`config.mk`:
```
export PLATFORM = sky130hd
export DESIGN_NAME = seg7_mux
export DESIGN_NICKNAME = d
export VERILOG_FILES = /design/src/rtl/seg7_pkg.sv /design/src/rtl/seg7_hex_dec.sv /design/src/rtl/seg7_mux.sv
export SDC_FILE = /design/constraint.sdc
export NUM_CORES = 1
export LEC_CHECK = 0
export ABC_CLOCK_PERIOD_IN_PS = 3800
export CAP_MARGIN = 20
export CORE_ASPECT_RATIO = 0.9
export CORE_MARGIN = 2
export CORE_UTILIZATION = 25
export CTS_BUF_LIST = sky130_fd_sc_hd__clkbuf_4 sky130_fd_sc_hd__clkbuf_8
export DETAILED_ROUTE_END_ITERATION = 8
export PLACE_DENSITY_LB_ADDON = 0.3
export SYNTH_ARGS = -nofsm -noshare
export SYNTH_HDL_FRONTEND = slang
export SYNTH_SLANG_ARGS = --single-unit
```
`constraint.sdc`:
```
create_clock -name clk -period 3.8 [get_ports clk]
set_clock_uncertainty 0.15 [all_clocks]
set_input_delay 0.76 -clock clk [delete_from_list [all_inputs] [get_ports clk]]
set_output_delay 0.76 -clock clk [all_outputs]
set_load 0.005 [all_outputs]
```
`src/rtl/seg7_pkg.sv`:
```
// Shared constants for the seven-segment display multiplexer.
package seg7_pkg;

    localparam int unsigned SEG_W = 7;

    // Active-low pin polarity.
    localparam logic SEG_ON  = 1'b0;
    localparam logic SEG_OFF = 1'b1;
    localparam logic AN_ON   = 1'b0;
    localparam logic AN_OFF  = 1'b1;

    // All seven segments dark (g..a).
    localparam logic [SEG_W-1:0] SEG_BLANK = 7'h7F;

    // Hex glyphs, active low, bits 6:0 = g..a; entry n is digit n.
    localparam logic [15:0][SEG_W-1:0] SEG_TABLE = {
        7'h0E, 7'h06, 7'h21, 7'h27, 7'h03, 7'h08, 7'h10, 7'h00,
        7'h78, 7'h02, 7'h12, 7'h19, 7'h30, 7'h24, 7'h79, 7'h40
    };

    function automatic logic [SEG_W-1:0] hex_to_seg(input logic [3:0] nib);
        return SEG_TABLE[nib];
    endfunction

endpackage

```
`src/rtl/seg7_hex_dec.sv`:
```
// Combinational hex nibble to active-low seven-segment glyph.
module seg7_hex_dec
    import seg7_pkg::*;
(
    input  logic [3:0]       nib_i,
    output logic [SEG_W-1:0] seg_c_o
);

    // Table lookup of the glyph.
    always_comb begin
        seg_c_o = hex_to_seg(nib_i);
    end

endmodule

```
`src/rtl/seg7_mux.sv`:
```
// Time-multiplexed seven-segment driver with frame-synchronous data update
// and leading-zero suppression.
module seg7_mux
    import seg7_pkg::*;
#(
    parameter int unsigned NUM_DIGITS   = 8,
    parameter int unsigned REFRESH_DIV  = 100000,
    parameter int unsigned BLANK_CYCLES = 64
) (
    input  logic                    clk,
    input  logic                    rst_n,
    input  logic [4*NUM_DIGITS-1:0] value,
    input  logic [NUM_DIGITS-1:0]   dots,
    input  logic [NUM_DIGITS-1:0]   blank,
    input  logic                    lz_en,
    input  logic                    load,
    output logic [7:0]              seg,
    output logic [NUM_DIGITS-1:0]   an,
    output logic                    pending,
    output logic                    frame_done
);

    localparam int unsigned VAL_W = 4 * NUM_DIGITS;
    localparam int unsigned CNT_W = $clog2(REFRESH_DIV);
    localparam int unsigned IDX_W = $clog2(NUM_DIGITS);

    localparam logic [CNT_W-1:0] CNT_LAST  = CNT_W'(REFRESH_DIV - 1);
    localparam logic [CNT_W-1:0] CNT_PRE   = CNT_W'(REFRESH_DIV - 2);
    localparam logic [CNT_W-1:0] CNT_BLANK = CNT_W'(BLANK_CYCLES);
    localparam logic [IDX_W-1:0] IDX_LAST  = IDX_W'(NUM_DIGITS - 1);

    logic [CNT_W-1:0]      cnt_q, cnt_d;
    logic [IDX_W-1:0]      idx_q, idx_d;
    logic [7:0]            seg_q, seg_d;
    logic [NUM_DIGITS-1:0] an_q, an_d;
    logic                  fd_q, fd_d;
    logic                  pend_q, pend_d;

    // Active set (what is displayed) and pending set (waiting for a frame boundary).
    logic [VAL_W-1:0]      a_val_q, a_val_d, p_val_q, p_val_d;
    logic [NUM_DIGITS-1:0] a_dots_q, a_dots_d, p_dots_q, p_dots_d;
    logic [NUM_DIGITS-1:0] a_blank_q, a_blank_d, p_blank_q, p_blank_d;
    logic                  a_lz_q, a_lz_d, p_lz_q, p_lz_d;

    logic [NUM_DIGITS-1:0] sup_c;
    logic                  zrun_c;
    logic [3:0]            nib_c;
    logic                  dot_c, blk_c, sel_sup_c, in_blank_c;
    logic [SEG_W-1:0]      dec_c;

    // Slot counter and digit index; frame_done is pre-decoded one slot cycle early.
    always_comb begin
        cnt_d = cnt_q + 1'b1;
        idx_d = idx_q;
        if (cnt_q == CNT_LAST) begin
            cnt_d = '0;
            idx_d = (idx_q == IDX_LAST) ? '0 : idx_q + 1'b1;
        end
        fd_d = (idx_q == IDX_LAST) && (cnt_q == CNT_PRE);
    end

    // Pending capture on load; active set swaps only on the frame_done cycle.
    always_comb begin
        a_val_d   = a_val_q;
        a_dots_d  = a_dots_q;
        a_blank_d = a_blank_q;
        a_lz_d    = a_lz_q;
        p_val_d   = p_val_q;
        p_dots_d  = p_dots_q;
        p_blank_d = p_blank_q;
        p_lz_d    = p_lz_q;
        pend_d    = pend_q;
        if (load) begin
            p_val_d   = value;
            p_dots_d  = dots;
            p_blank_d = blank;
            p_lz_d    = lz_en;
            pend_d    = 1'b1;
        end
        if (fd_q) begin
            pend_d = 1'b0;
            if (load) begin
                a_val_d   = value;
                a_dots_d  = dots;
                a_blank_d = blank;
                a_lz_d    = lz_en;
            end else if (pend_q) begin
                a_val_d   = p_val_q;
                a_dots_d  = p_dots_q;
                a_blank_d = p_blank_q;
                a_lz_d    = p_lz_q;
            end
        end
    end

    // Leading-zero mask: a digit is suppressed while it and every higher nibble are zero.
    always_comb begin
        sup_c  = '0;
        zrun_c = a_lz_q;
        for (int i = NUM_DIGITS - 1; i >= 1; i--) begin
            zrun_c   = zrun_c & (a_val_q[4*i +: 4] == 4'h0);
            sup_c[i] = zrun_c;
        end
    end

    // Select the current digit's nibble and attributes.
    always_comb begin
        nib_c     = '0;
        dot_c     = 1'b0;
        blk_c     = 1'b0;
        sel_sup_c = 1'b0;
        for (int i = 0; i < NUM_DIGITS; i++) begin
            if (idx_q == IDX_W'(i)) begin
                nib_c     = a_val_q[4*i +: 4];
                dot_c     = a_dots_q[i];
                blk_c     = a_blank_q[i];
                sel_sup_c = sup_c[i];
            end
        end
    end

    seg7_hex_dec u_dec (
        .nib_i   (nib_c),
        .seg_c_o (dec_c)
    );

    // Pin values for the next cycle, dark during the anode-off window.
    always_comb begin
        in_blank_c = (cnt_q < CNT_BLANK);
        seg_d      = {SEG_OFF, SEG_BLANK};
        an_d       = {NUM_DIGITS{AN_OFF}};
        if (!in_blank_c) begin
            for (int i = 0; i < NUM_DIGITS; i++) begin
                if (idx_q == IDX_W'(i)) an_d[i] = AN_ON;
            end
            if (!blk_c) begin
                seg_d = {(dot_c ? SEG_ON : SEG_OFF), (sel_sup_c ? SEG_BLANK : dec_c)};
            end
        end
    end

    // State and output registers; reset leaves the display dark.
    always_ff @(posedge clk or negedge rst_n) begin
        if (!rst_n) begin
            cnt_q     <= '0;
            idx_q     <= '0;
            seg_q     <= {SEG_OFF, SEG_BLANK};
            an_q      <= {NUM_DIGITS{AN_OFF}};
            fd_q      <= 1'b0;
            pend_q    <= 1'b0;
            a_val_q   <= '0;
            a_dots_q  <= '0;
            a_blank_q <= '1;
            a_lz_q    <= 1'b0;
            p_val_q   <= '0;
            p_dots_q  <= '0;
            p_blank_q <= '1;
            p_lz_q    <= 1'b0;
        end else begin
            cnt_q     <= cnt_d;
            idx_q     <= idx_d;
            seg_q     <= seg_d;
            an_q      <= an_d;
            fd_q      <= fd_d;
            pend_q    <= pend_d;
            a_val_q   <= a_val_d;
            a_dots_q  <= a_dots_d;
            a_blank_q <= a_blank_d;
            a_lz_q    <= a_lz_d;
            p_val_q   <= p_val_d;
            p_dots_q  <= p_dots_d;
            p_blank_q <= p_blank_d;
            p_lz_q    <= p_lz_d;
        end
    end

    assign seg        = seg_q;
    assign an         = an_q;
    assign pending    = pend_q;
    assign frame_done = fd_q;

endmodule
```
==> results.sh <==
export IMPL_status="finished clean"
export IMPL_arrival_ns=3.64
export IMPL_grtUsageMet2_pct=17.6
export IMPL_rows=54
export IMPL_yosys_cell_count_top_type="dfrtp_1"
export IMPL_synth_edf_count=0
export IMPL_cts_hold_buf=0
export IMPL_drcViolationCount=0
export IMPL_maxCapViolations=0
export IMPL_hold_viol_final=0
export IMPL_yosys_register_bits=136
export IMPL_viasPerCell=4.53
export IMPL_placedCellCount=865
export IMPL_htree_levels=4
export IMPL_drv_slew=0
export IMPL_synth_simple_area_share_pct=10.8
export IMPL_vias=4066
export IMPL_min_path_type="input pin to asynchronous set/reset pin"
export IMPL_path_max_fanout=18
export IMPL_drtAntennaViolNets=0
export IMPL_synth_top_family_by_area="multiplexers"
export IMPL_grt_usage_pct=11.6
export IMPL_async_flop_share_pct=100
export IMPL_tns_ns=0
export IMPL_synth_area_um2=6220
export IMPL_root_buffer="clkbuf_8"
export IMPL_gp_congestion=0.805
export IMPL_path_clk_slew_ns=0.08
export IMPL_insertedDiodeCount=0
export IMPL_cp_required_ns=4.00
export IMPL_synth_ff_type="dfrtp_1"
export IMPL_synth_commonest_cells="104 x dfrtp_1, 95 x mux2_2, 36 x nand2_1"
export IMPL_ios=70
export IMPL_grt_pass1_wl_um=23500
export IMPL_chipHeight_um=154
export IMPL_syn_inst=504
export IMPL_ir_worst_vdd_mv=0.165
export IMPL_portBuffers=69
export IMPL_yosysWarnings=0
export IMPL_grt_met1_usage_pct=15.4
export IMPL_start_util_pct=25.6
export IMPL_cpMaxStageDelayCell="ha_1"
export IMPL_endpoint_kind="flop"
export IMPL_period_needed_ns=3.44
export IMPL_ys_seq_area_share_pct=55.3
export IMPL_synth_area_top_cells="dfrtp_1 42%, mux2_2 17%, dfstp_2 14%"
export IMPL_dpl_hpwl_um=10200
export IMPL_stdcell_count=897
export IMPL_finalCritPeriodShare_pct=90.5
export IMPL_busiest_layer="met2"
export IMPL_final_util_pct=31.8
export IMPL_first_pass_iters=4
export IMPL_area_delta_synth_final_pct=24.4
export IMPL_leakagePower_nw=3.27
export IMPL_drtIter0Drc=260
export IMPL_fin_nets=642
export IMPL_rsz0062_at_grt="false"
export IMPL_synth_fp_nets=570
export IMPL_path_cells="inv_1, ha_1, buf_4, a21oi_1, a221oi_2, o22ai_1, a21o_1, inv_1, ha_1, nand4b_1, o21ai_0, nand2_1, o2111ai_1"
export IMPL_max_stage_delay_ns=0.59
export IMPL_cts_buffers=17
export IMPL_cts_sinks=136
export IMPL_coreArea_um2=24300
export IMPL_p_per_area_nw_per_um2=399
export IMPL_wl_per_cell_um=15.8
export IMPL_synth_top_area_cell="dfrtp_1"
export IMPL_slew_headroom_pct=36.0
export IMPL_post_cts_buffers=0
export IMPL_synth_top_area_share_pct=41.8
export IMPL_die_area_um2=26200
export IMPL_antenna_found_initial=1
export IMPL_synthMuxAreaShare_pct=17.7
export IMPL_clockBufferDepth=2
export IMPL_die_w_um=170
export IMPL_setup_violations=0
export IMPL_syn_avg_cell_area_um2=12.3
export IMPL_synth_cell_types=58
export IMPL_synth_xor_area_share_pct=1.97
export IMPL_wl_um=14200
export IMPL_grt_pass1_vias=4461
export IMPL_tritoncts="done"
export IMPL_clk_latency_ns=0.44
export IMPL_grt_ovfl_total=0
export IMPL_cp_start_kind="flop"
export IMPL_drive_above_1_share_pct=31.6
export IMPL_synth_compound_gate_area_share_pct=8.13
export IMPL_crit_type="flop to flop"
export IMPL_grt_use_met3_pct=3.78
export IMPL_fmax_ghz=0.291
export IMPL_worstMarginPinSlew_ns=0.957
export IMPL_synth_fa_ha_area_share_pct=2.82
export IMPL_grt_max_degree=67
export IMPL_cts_resized=0
-- worst max-delay path: cells and delay by family (launching register included) --
| kind | cells | cell delay (ns) |
|---|---|---|
| AO/OA/AOI/OAI | 6 | 1.22 |
| adder cells (fa/ha/maj) | 2 | 0.83 |
| buffers and inverters | 3 | 0.54 |
| flip-flops | 1 | 0.42 |
| AND/OR/NAND/NOR | 2 | 0.20 |
-- final timing paths --
path	end	cells after the start	slack, ns	from
worst max-delay path	seg[3]	13	0.36	idx_q[0]
worst min-delay path	a_dots_q[0]	1	0.16	rst_n
worst max register to register	seg[3]	13	0.36	idx_q[0]
worst min register to register	p_val_q[24]	1	0.35	p_val_q[24]
max in group asynchronous	a_blank_q[7]	2	2.49	rst_n
min in group clk	p_val_q[24]	1	0.35	p_val_q[24]
-- cell usage in the layout (no fill, tap or decap), drive strengths merged, types with 4 or more instances in the layout --
| cell | Yosys | routed |
|---|---|---|
| a211oi | 4 | 4 |
| a21oi | 19 | 19 |
| a221oi | 4 | 4 |
| and2 | 6 | 6 |
| and3 | 4 | 4 |
| buf | 19 | 10 |
| bufinv | 0 | 5 |
| clkbuf | 5 | 21 |
| clkdlybuf4s50 | 0 | 67 |
| dfrtp | 104 | 104 |
| dfstp | 32 | 32 |
| ha | 14 | 14 |
| inv | 20 | 21 |
| mux2 | 95 | 95 |
| nand2 | 36 | 36 |
| nand3 | 15 | 15 |
| nand3b | 8 | 8 |
| nor2 | 27 | 27 |
| nor2b | 6 | 6 |
| nor4 | 10 | 10 |
| o21ai | 15 | 15 |
| xnor2 | 8 | 8 |
| xor2 | 6 | 6 |
-- layer usage --
| metal | vias up | wire, um |
|---|---|---|
| met5 | - | 13 |
| met2 | 89 | 6510 |
| met1 | 2030 | 6860 |
| met3 | 12 | 642 |
| met4 | 2 | 161 |
| li1 | 1933 | - |
-- sequential cells by signal, summed over array words and instances, names as in the netlist --
name        count
seg             8
an              8
p_val_q        32
idx_q           3
cnt_q          17
a_blank_q       8
p_lz_q          1
frame_done      1
p_dots_q        8
a_lz_q          1
p_blank_q       8
a_val_q        32
pending         1
a_dots_q        8
-- cells by family after synthesis --
group                    Yosys count
flip-flops                       136
AND/OR/NAND/NOR                  130
AO/OA/AOI/OAI                     68
multiplexers                      98
adder cells (fa/ha/maj)           14
XOR/XNOR                          14
buffers and inverters             44
-- final cells by class --
type	instances	area (um^2)
sequential	136	3440
clock buffer	21	283
inverter	20	75.1
clock inverter	11	193
multi-input combinational	324	2590
fill	2421	16600
tap	308	385
timing repair buffer	77	768
-- power breakdown --
part,leakage (nW),switching [mW],internal (mW),total [mW]
Clock,0.236,0.557,0.842,1.40
Combinational,1.37,0.0764,0.0960,0.172
Sequential,1.66,0.0116,1.51,1.52
Total,3.27,0.646,2.44,3.09
-- metrics by stage --
step	total power, mW	hold WS (ns)	cell area [um^2]	worst slack [ns]
floorplan	1.61	0.293	6220	1.13
global placement	1.72	0.327	7260	0.616
detailed placement	1.72	0.336	7260	0.440
CTS	3.15	0.156	7740	0.408
global route	3.23	0.169	7740	0.118
finish	3.09	0.163	7740	0.360
Note: power is estimated with default switching activity, not from simulation.
